===== config.mk =====
export PLATFORM = sky130hd
export DESIGN_NAME = bin2bcd_seq_flat
export DESIGN_NICKNAME = d
export VERILOG_FILES = /design/src/rtl/bin2bcd_if.sv /design/src/rtl/bin2bcd_seq.sv /design/src/flat_wrapper.sv
export SDC_FILE = /design/constraint.sdc
export NUM_CORES = 1
export LEC_CHECK = 0
export BUFFER_PORTS_ARGS = -buffer_cell sky130_fd_sc_hd__buf_4
export CAP_MARGIN = 5
export CORE_ASPECT_RATIO = 1.75
export CORE_MARGIN = 4
export CORE_UTILIZATION = 34
export DETAILED_ROUTE_END_ITERATION = 12
export GPL_TIMING_DRIVEN = 0
export PLACE_DENSITY_LB_ADDON = 0.2
export SLEW_MARGIN = 20
export SYNTH_ARGS = -nofsm -noshare
export SYNTH_HDL_FRONTEND = slang
export SYNTH_SLANG_ARGS = --single-unit

===== constraint.sdc =====
create_clock -name clk -period 1.45 [get_ports clk]
set_input_delay 0 -clock clk [delete_from_list [all_inputs] [get_ports clk]]
set_output_delay 0 -clock clk [all_outputs]
set_load 0.01 [all_outputs]

===== src/rtl/bin2bcd_if.sv =====
// bin2bcd_if: request/result bundle for the sequential binary-to-BCD converter.
//   master : drives start/bin, observes busy/done/bcd/overflow
//   slave  : the converter side
//   start    - conversion request, honoured only while busy is low
//   bin      - W-bit unsigned operand, captured on the accepting edge
//   busy     - conversion in progress
//   done     - one-cycle completion pulse
//   bcd      - packed BCD result, digit 0 in bits [3:0]
//   overflow - operand exceeded 10^DIGITS-1 (bcd holds value mod 10^DIGITS)
interface bin2bcd_if #(
    parameter int W      = 8,
    parameter int DIGITS = 3
) ();
    logic                  start;
    logic [W-1:0]          bin;
    logic                  busy;
    logic                  done;
    logic [4*DIGITS-1:0]   bcd;
    logic                  overflow;

    modport master (
        output start, bin,
        input  busy, done, bcd, overflow
    );

    modport slave (
        input  start, bin,
        output busy, done, bcd, overflow
    );
endinterface


===== src/rtl/bin2bcd_seq.sv =====
// bin2bcd_seq: double-dabble (shift-and-add-3) binary-to-BCD converter,
// one operand bit per clock.
//   clk   - system clock, rising edge
//   rst_n - synchronous active-low reset
//   bus   - bin2bcd_if slave: start/bin in, busy/done/bcd/overflow out
//
// state  | meaning
// -------+--------------------------------------------------------------
// IDLE   | waiting for start
// SHIFT  | one adjust-and-shift step per edge, W steps in total
// DONE   | result just presented (done=1); start here is accepted
module bin2bcd_seq #(
    parameter int W      = 8,
    parameter int DIGITS = 3
) (
    input  logic       clk,
    input  logic       rst_n,
    bin2bcd_if.slave   bus
);
    localparam int SW = 4 * DIGITS;
    localparam int CW = (W < 2) ? 1 : $clog2(W + 1);

    typedef enum logic [1:0] {
        S_IDLE  = 2'd0,
        S_SHIFT = 2'd1,
        S_DONE  = 2'd2
    } state_t;

    state_t          state_q, state_d;
    logic [W-1:0]    shift_q, shift_d;
    logic [SW-1:0]   scratch_q, scratch_d;
    logic            sticky_q, sticky_d;
    logic [CW-1:0]   count_q, count_d;
    logic            busy_q, busy_d;
    logic            done_q, done_d;
    logic [SW-1:0]   bcd_q, bcd_d;
    logic            ovf_q, ovf_d;

    logic [SW-1:0]   adj;
    logic [SW+W-1:0] stepped;
    logic            ovf_step;

    // Digit adjust: each nibble >= 5 gets +3 so the following shift carries
    // into the next digit exactly when the doubled digit reaches 10.
    always_comb begin
        adj = '0;
        for (int i = 0; i < DIGITS; i++) begin
            if (scratch_q[4*i +: 4] >= 4'd5) begin
                adj[4*i +: 4] = scratch_q[4*i +: 4] + 4'd3;
            end else begin
                adj[4*i +: 4] = scratch_q[4*i +: 4];
            end
        end
        stepped  = {adj, shift_q} << 1;
        // The bit leaving the top digit is a carry worth 10^DIGITS.
        ovf_step = sticky_q | adj[SW-1];
    end

    always_comb begin
        state_d   = state_q;
        shift_d   = shift_q;
        scratch_d = scratch_q;
        sticky_d  = sticky_q;
        count_d   = count_q;
        busy_d    = busy_q;
        done_d    = 1'b0;
        bcd_d     = bcd_q;
        ovf_d     = ovf_q;

        case (state_q)
            S_IDLE, S_DONE: begin
                if (bus.start) begin
                    shift_d   = bus.bin;
                    scratch_d = '0;
                    sticky_d  = 1'b0;
                    count_d   = '0;
                    busy_d    = 1'b1;
                    state_d   = S_SHIFT;
                end else begin
                    state_d   = S_IDLE;
                end
            end
            S_SHIFT: begin
                scratch_d = stepped[SW+W-1:W];
                shift_d   = stepped[W-1:0];
                sticky_d  = ovf_step;
                count_d   = count_q + CW'(1);
                if (count_q == CW'(W - 1)) begin
                    bcd_d   = stepped[SW+W-1:W];
                    ovf_d   = ovf_step;
                    busy_d  = 1'b0;
                    done_d  = 1'b1;
                    state_d = S_DONE;
                end
            end
            default: begin
                state_d = S_IDLE;
                busy_d  = 1'b0;
            end
        endcase
    end

    always_ff @(posedge clk) begin
        if (!rst_n) begin
            state_q   <= S_IDLE;
            shift_q   <= '0;
            scratch_q <= '0;
            sticky_q  <= 1'b0;
            count_q   <= '0;
            busy_q    <= 1'b0;
            done_q    <= 1'b0;
            bcd_q     <= '0;
            ovf_q     <= 1'b0;
        end else begin
            state_q   <= state_d;
            shift_q   <= shift_d;
            scratch_q <= scratch_d;
            sticky_q  <= sticky_d;
            count_q   <= count_d;
            busy_q    <= busy_d;
            done_q    <= done_d;
            bcd_q     <= bcd_d;
            ovf_q     <= ovf_d;
        end
    end

    assign bus.busy     = busy_q;
    assign bus.done     = done_q;
    assign bus.bcd      = bcd_q;
    assign bus.overflow = ovf_q;
endmodule


===== src/flat_wrapper.sv =====
// flat-port wrapper written by rule: the top's interface ports become plain ports
module bin2bcd_seq_flat 
#(
    parameter int W      = 8,
    parameter int DIGITS = 3
)
  (clk, rst_n, bus_start, bus_bin, bus_busy, bus_done, bus_bcd, bus_overflow);
  bin2bcd_if #(.W(W), .DIGITS(DIGITS)) bus_i ();
  input  logic clk;
  input  logic rst_n;
  input wire logic [$bits(bus_i.start)-1:0] bus_start;
  input wire logic [$bits(bus_i.bin)-1:0] bus_bin;
  output wire logic [$bits(bus_i.busy)-1:0] bus_busy;
  output wire logic [$bits(bus_i.done)-1:0] bus_done;
  output wire logic [$bits(bus_i.bcd)-1:0] bus_bcd;
  output wire logic [$bits(bus_i.overflow)-1:0] bus_overflow;
  assign bus_i.start = bus_start;
  assign bus_i.bin = bus_bin;
  assign bus_busy = bus_i.busy;
  assign bus_done = bus_i.done;
  assign bus_bcd = bus_i.bcd;
  assign bus_overflow = bus_i.overflow;
  bin2bcd_seq #(.W(W), .DIGITS(DIGITS)) u_core (.clk(clk), .rst_n(rst_n), .bus(bus_i));
endmodule

==> results of run 1 <==
==> state kept, by name, summed over array words and instances (netlist names) <==
signal,count
u_core.bus.overflow,1
u_core.bus.done,1
u_core.state_q,2
u_core.scratch_q,12
u_core.count_q,4
u_core.bus.bcd,12
u_core.shift_q,8
u_core.bus.busy,1
u_core.sticky_q,1
==> cell type report <==
class / count / share of cell area
multi-input cells: 143 / 0.426
flip-flops and latches: 42 / 0.329
repair buffers: 35 / 0.109
well taps: 74 / 0.0357
clock buffers: 6 / 0.0318
plain buffers: 12 / 0.0299
clock inverters: 2 / 0.0232
inverters: 8 / 0.0145
==> Yosys cell counts (all sizes together) <==
| library cell | instances | area share |
|---|---|---|
| nand3 | 5 | 0.013 |
| clkbuf | 5 | 0.0099 |
| xnor2 | 4 | 0.019 |
| nor3 | 4 | 0.011 |
| and2 | 1 | 0.0033 |
| o211a | 3 | 0.016 |
| inv | 8 | 0.016 |
| o22ai | 6 | 0.020 |
| ha | 7 | 0.046 |
| nor3b | 6 | 0.024 |
| nand3b | 2 | 0.0079 |
| dfxtp | 42 | 0.44 |
| mux2 | 3 | 0.018 |
| nand2 | 18 | 0.040 |
| nor2 | 5 | 0.023 |
| and2b | 1 | 0.0040 |
| nand2b | 5 | 0.017 |
| buf | 7 | 0.031 |
| and3 | 2 | 0.0066 |
| nor2b | 6 | 0.020 |
| o21a | 1 | 0.0040 |
| a21boi | 11 | 0.044 |
| nand4 | 9 | 0.030 |
| mux2i | 1 | 0.0053 |
| o21ai | 20 | 0.055 |
| a21oi | 13 | 0.034 |
| a22oi | 10 | 0.040 |
==> worst max-delay path, delay by kind of cell (launching register included) <==
family                     cells  cell delay, ns
and+or+nand+nor                1            0.14
AOI/OAI and AO/OA              2            0.31
DFF                            1            0.37
muxes                          1            0.32
adders and majority gates      1            0.15
buffers and inverters          1            0.05
==> logic make-up (layout without fill, tap and decap cells) <==
kind of cell,Yosys count,after routing,synth area share
mux,4,4,0.0232
buf+inv,20,63,0.0569
flops,42,42,0.445
fa+ha+maj,7,7,0.0463
xor+xnor,4,4,0.0185
simple gates,64,64,0.198
compound gates,64,64,0.212
==> repair_timing <==
action / in CTS / in global routing
resized for setup: 21 / 28
setup buffers: 6 / 1
hold buffers: 3 / 0
hold endpoints to repair: 3 / 0
setup endpoints to repair: 17 / 16
pin swaps: 6 / 6
==> final timing paths <==
check                           start                end  slack [ns]  cells past startpoint
setup reg to reg  u_core.scratch_q[5]  u_core.bus.bcd[6]        0.04                      6
hold / removal             bus_bin[4]  u_core.shift_q[4]       0.007                      3
hold reg to reg     u_core.shift_q[3]  u_core.shift_q[3]        0.47                      2
setup / recovery  u_core.scratch_q[5]  u_core.bus.bcd[6]        0.04                      6
==> layer usage <==
metal | part of all wire | track usage | up-vias | routed length, um
met5 | 0 | 0 | - | 0
met4 | 0.022 | 0.0635 | 0 | 104
met3 | 0.033 | 0.0231 | 8 | 154
met2 | 0.54 | 0.270 | 27 | 2550
met1 | 0.41 | 0.158 | 736 | 1920
li1 | - | - | 816 | -
==> where the power goes <==
| group | leakage (nW) | total [W] | switching, W | internal [W] |
|---|---|---|---|---|
| logic | 0.587 | 0.000209 | 0.000118 | 0.0000917 |
| registers | 0.344 | 0.00119 | 0.0000181 | 0.00117 |
| clock network | 0.0714 | 0.00115 | 0.000413 | 0.000735 |
==> metrics by stage <==
step | setup slack [ns] | cell area, um^2 | setup TNS, ns | total power, W
after floorplan | 0.00563 | 1890 | 0 | 0.00134
after global placement | -0.147 | 2170 | -1.60 | 0.00142
after detailed placement | -0.168 | 2170 | -1.54 | 0.00142
after CTS | 0.0150 | 2470 | 0 | 0.00258
after global routing | -0.0147 | 2590 | -0.0355 | 0.00265
final | 0.0397 | 2590 | 0 | 0.00255
==> metrics.md, run 1 <==
| Metric | Value |
|---|---|
| VDD IR-drop max | 0.651 mV |
| Relative slew slack | 0.637 |
| Detail Route Antenna Nets | 0 |
| # IOs | 26 |
| Initial Util | 0.354 |
| Max-slew violation count | 0 |
| Crit-path slowest cell | dfxtp_4 |
| Yosys reg bits | 42 |
| Final nets | around 270 |
| # DRC | 0 |
| Clk Latency, worst-skew pair | 0.30 ns |
| Clock Root Buffer | clkbuf_8 |
| Worst path required time | 1.68 ns |
| Layout cells sized above 1 | 0.335 |
| CP peak stage delay | between 0.3 and 0.4 ns |
| Area grow syn2layout | 37.2% |
| Placed insts | 304 |
| Num CTS Buffers | 5 |
| CP endpoint kind | register |
| Post-Syn Nets | about 220 |
| Static Leak | roughly 1 nW |
| Min cycle time layout | 1.41 ns |
| Total GRT Usage | 0.145 |
| Drt first pass iters | 4 |
| Vias in the first global route | roughly 1,700 |
| CTS clk-pin slew, worst paths | 0.08 ns |
| Syn_area_per_cell | between 9 and 10 um^2 |
| Global-route wire length before repair | 7810 um |
| Sink Count | 42 |
| Post-synthesis cell count | just over 200 |
| Clk buf depth | 2 |
| FILL cells | between 500 and 600 |
| Die H | roughly 110 um |
| Worst hold slack | 0.00724 ns |
| Seq/Total Area, Yosys | 0.445 |
| Arr. time, crit path | between 1.5 and 2 ns |
| Worst-path cell chain | inv_4 > ha_4 > nand2b_4 > a21oi_4 > mux2_4 > o22ai_2 |
| Max-cap violations | 0 |
| Fin cells | about 320 |
| Drt wl/cell | 14.7 um |
| Crit path kind | register to register |
| Worst Skew | roughly 0.0072 ns |
| CTS tree | done |
| I/O Buffers | 25 |
| Core Footprint | approximately 5300 um^2 |
| Final Setup Violations | 0 |
| Initial antenna violation count | 0 |
| Footprint of the multi-input gates | around 1100 um^2 |
| DR vias | 1,587 |
| H-tree Lvls | 2 |
| RSZ-0062 raised after global routing | yes |
| Worst Max-Slew Pin Slew | roughly 0.55 ns |
| Most common cell after layout, fill and taps aside | dfxtp_1 |
| Detailed Place HPWL | around 3100 um |
| Die Area | just under 7000 um^2 |
| Worst Hold Class | input pin to register |
| Global placement routability congestion | 0.791 |
| Synth unique cells | 34 |
| Final core utilization | 0.485 |
| Synth Warn # | 0 |
| Critical Path Start Type | register |
| Final period util | 0.973 |
| PD cells | around 1000 nW/um^2 |
| Post-Route WL | 4720 um |
| Standard-cell rows | 35 |
| Die Span X | 64.4 um |
| Vias per cell | approximately 4.9 |
| GRT Residual Overflow | 0 |
| Sequential Area | 855 um^2 |
| Starting DRC count in detailed routing | 24 |
| Pin count of the biggest net entering global routing | 14 |
| FMAX | approximately 0.7 GHz |
| Outcome | complete, no violations |
| Synth Cell Area | about 1900 um^2 |
| CP Max Fanout | 3 |
| Final Hold Viols | 0 |
| # diodes | 0 |
| Most frequent cells in the layout | dfxtp_1, buf_4, nand2_1 |
Note: power is estimated with default switching activity, not from simulation.
==> run 2: changes to the inputs <==
- HOLD_SLACK_MARGIN: unset -> 0.02
==> run 2 against run 1 <==
Against the previous run:
- hold slack better by 0.076 ns
- clock power hardly changed
- maximum frequency is essentially flat
- sequential power about the same
- sequential share of layout area fell by 0.75 points
- count of clock-buffer cells in the layout unchanged
- via count grew 0.76%
- total power increased by 0.61%
- wire length grew 0.68%
- register-to-register slack is essentially flat
- highest routed layer unchanged
==> metrics.md, run 2 (synthesized netlist as in run 1, its figures left out) <==
| Metric | Value |
|---|---|
| # diodes | 0 (unchanged) |
| Most common cell after layout, fill and taps aside | dfxtp_1 (unchanged) |
| Cell-internal power | 0.00201 W (was 0.00200 W) |
| I/O Buffers | 25 (unchanged) |
| Vias per cell | 4.88 (was 4.93) |
| Worst Skew | 0.00599 ns (was 0.00723 ns) |
| Sw Ratio | 0.216 (was 0.215) |
| PD cells | 966 nW/um^2 (was 983 nW/um^2) |
| Footprint of the multi-input gates | 1110 um^2 (unchanged) |
| Crit path kind | register to register (unchanged) |
| Crit-path slowest cell | dfxtp_4 (unchanged) |
| Worst hold slack | 0.0836 ns (was 0.00724 ns) |
| Post-route setup slack | 0.0394 ns (was 0.0397 ns) |
| GRT Residual Overflow | 0 (unchanged) |
| Worst min-delay path startpoint | bus_start (was bus_bin[4]) |
| Global-route wire length before repair | 7870 um (was 7810 um) |
| Setup TNS | 0 ns (unchanged) |
| DR vias | 1,599 (was 1,587) |
| Final Hold Viols | 0 (unchanged) |
| Logic gate share of total power | 0.087 (was 0.082) |
| Clk Latency, worst-skew pair | 0.30 ns (about the same) |
| Worst-path cell chain | inv_4 > ha_4 > nand2b_4 > a21oi_4 > mux2_4 > o22ai_2 (unchanged) |
| Standard-cell rows | 35 (unchanged) |
| # DRC | 0 (unchanged) |
| RSZ-0062 raised after global routing | yes (unchanged) |
| Drt first pass iters | 4 (unchanged) |
| CP peak stage delay | 0.37 ns (about the same) |
| CP Max Fanout | 3 (unchanged) |
| CTS tree | done (unchanged) |
| VDD IR-drop max | 0.650 mV (was 0.651 mV) |
| FMAX | 0.709 GHz (about the same) |
| Detailed Place HPWL | 3110 um (unchanged) |
| Die Span X | 64.4 um (unchanged) |
| Final nets | 271 (was 265) |
| Clk buf depth | 2 (unchanged) |
| Initial antenna violation count | 0 (unchanged) |
| # IOs | 26 (unchanged) |
| Min cycle time layout | 1.41 ns (about the same) |
| FILL cells | 543 (was 551) |
| Reg-to-reg startpoint | u_core.scratch_q[5] (unchanged) |
| Critical Path Start Type | register (unchanged) |
| Static Leak | 1.03 nW (was 1.00 nW) |
| Global placement routability congestion | 0.791 (unchanged) |
| Final period util | 0.973 (about the same) |
| Sequential Area | 855 um^2 (unchanged) |
| Worst Max-Slew Pin Slew | 0.548 ns (was 0.545 ns) |
| Pre-CTS setup slack | -0.168 ns (unchanged) |
| Max-cap violations | 0 (unchanged) |
| Final Setup Violations | 0 (unchanged) |
| Max-slew violation count | 0 (unchanged) |
| Worst Hold Class | input pin to register (unchanged) |
| Area grow syn2layout | 40.4% (was 37.2%) |
| Num CTS Buffers | 5 (unchanged) |
| CP endpoint kind | register (unchanged) |
| Pin count of the biggest net entering global routing | 14 (unchanged) |
| Seq pwr share | 0.465 (was 0.468) |
| Layout cells sized above 1 | 0.327 (was 0.335) |
| Outcome | complete, no violations (unchanged) |
| Post-Route WL | 4750 um (was 4720 um) |
| Clock power share | 0.449 (was 0.450) |
| CTS clk-pin slew, worst paths | 0.08 ns (about the same) |
| H-tree Lvls | 2 (unchanged) |
| Sw power | 0.000554 W (was 0.000549 W) |
| Worst path required time | 1.69 ns (was 1.68 ns) |
| Die Area | 6860 um^2 (unchanged) |
| Starting DRC count in detailed routing | 39 (was 24) |
| Total GRT Usage | 0.146 (was 0.145) |
| Drt wl/cell | 14.5 um (was 14.7 um) |
| Initial Util | 0.354 (unchanged) |
| Fin cells | 328 (was 322) |
| Core Footprint | 5340 um^2 (unchanged) |
| Arr. time, crit path | 1.65 ns (was 1.64 ns) |
| Detail Route Antenna Nets | 0 (unchanged) |
| Relative slew slack | 0.635 (was 0.637) |
| CP startpoint | u_core.scratch_q[5] (unchanged) |
| Clock Root Buffer | clkbuf_8 (unchanged) |
| Sink Count | 42 (unchanged) |
| Placed insts | 304 (unchanged) |
| Vias in the first global route | 1,680 (was 1,653) |
| Die H | 107 um (unchanged) |
| Most frequent cells in the layout | dfxtp_1, buf_4, nand2_1 (unchanged) |
==> run 2: cell types whose count changed in the layout (fill, tap and decap cells not counted) <==
cell and delta:
dlygate4sd3_1 +6
==> run 2: path summary, 6_finish.rpt <==
path	depth (start not counted)	end	slack, ns
max reg2reg	6	u_core.bus.bcd[6]	0.04
min reg2reg	2	u_core.shift_q[3]	0.47
max	6	u_core.bus.bcd[6]	0.04
min	4	u_core.bus.busy	0.08
==> run 2: what timing repair did <==
action                                  4_1_cts  5_1_grt
endpoints found under the hold margin        10        0
pin swaps                                     6        6
endpoints found under the setup margin       17       16
gates resized for setup                      21       28
buffers inserted                              6        1
hold buffers                                  9        0
==> run 2: metal layers <==
metal	up-vias	GRT usage	part of all wire
met2	21	0.274	0.54
met5	-	0	0
met4	0	0.0635	0.021
met1	743	0.158	0.41
met3	8	0.0220	0.026
li1	827	-	-
==> run 2: critical path, delay by kind of cell, from the launching register on <==
family / cells / cell delay (ns)
flip-flops: 1 / 0.37
multiplexers: 1 / 0.32
AO/OA/AOI/OAI: 2 / 0.31
adder cells (fa/ha/maj): 1 / 0.15
AND/OR/NAND/NOR: 1 / 0.14
buffers and inverters: 1 / 0.05
==> run 2: power groups by stage <==
stage,Sequential [W],Clock (W),Combinational (W)
after floorplan,0.00122,0,0.000128
after global placement,0.00122,0,0.000200
after detailed placement,0.00122,0,0.000200
after CTS,0.00119,0.00118,0.000224
after global routing,0.00119,0.00122,0.000246
final,0.00119,0.00115,0.000222
==> run 2: final cells by class <==
class                   instances  share of cell area
inverters                       8              0.0141
well taps                      74              0.0349
plain buffers                  12              0.0292
repair buffers                 41               0.129
multi-input cells             143               0.417
flip-flops and latches         42               0.322
clock buffers                   6              0.0311
clock inverters                 2              0.0226
==> run 2: stage by stage <==
stage / power [W] / cell area [um^2] / utilization
after floorplan: 0.00134 / 1890 / -
after global placement: 0.00142 / 2170 / 0.406
after detailed placement: 0.00142 / 2170 / 0.406
after CTS: 0.00259 / 2530 / 0.474
after global routing: 0.00266 / 2650 / 0.497
final: 0.00256 / 2650 / 0.497
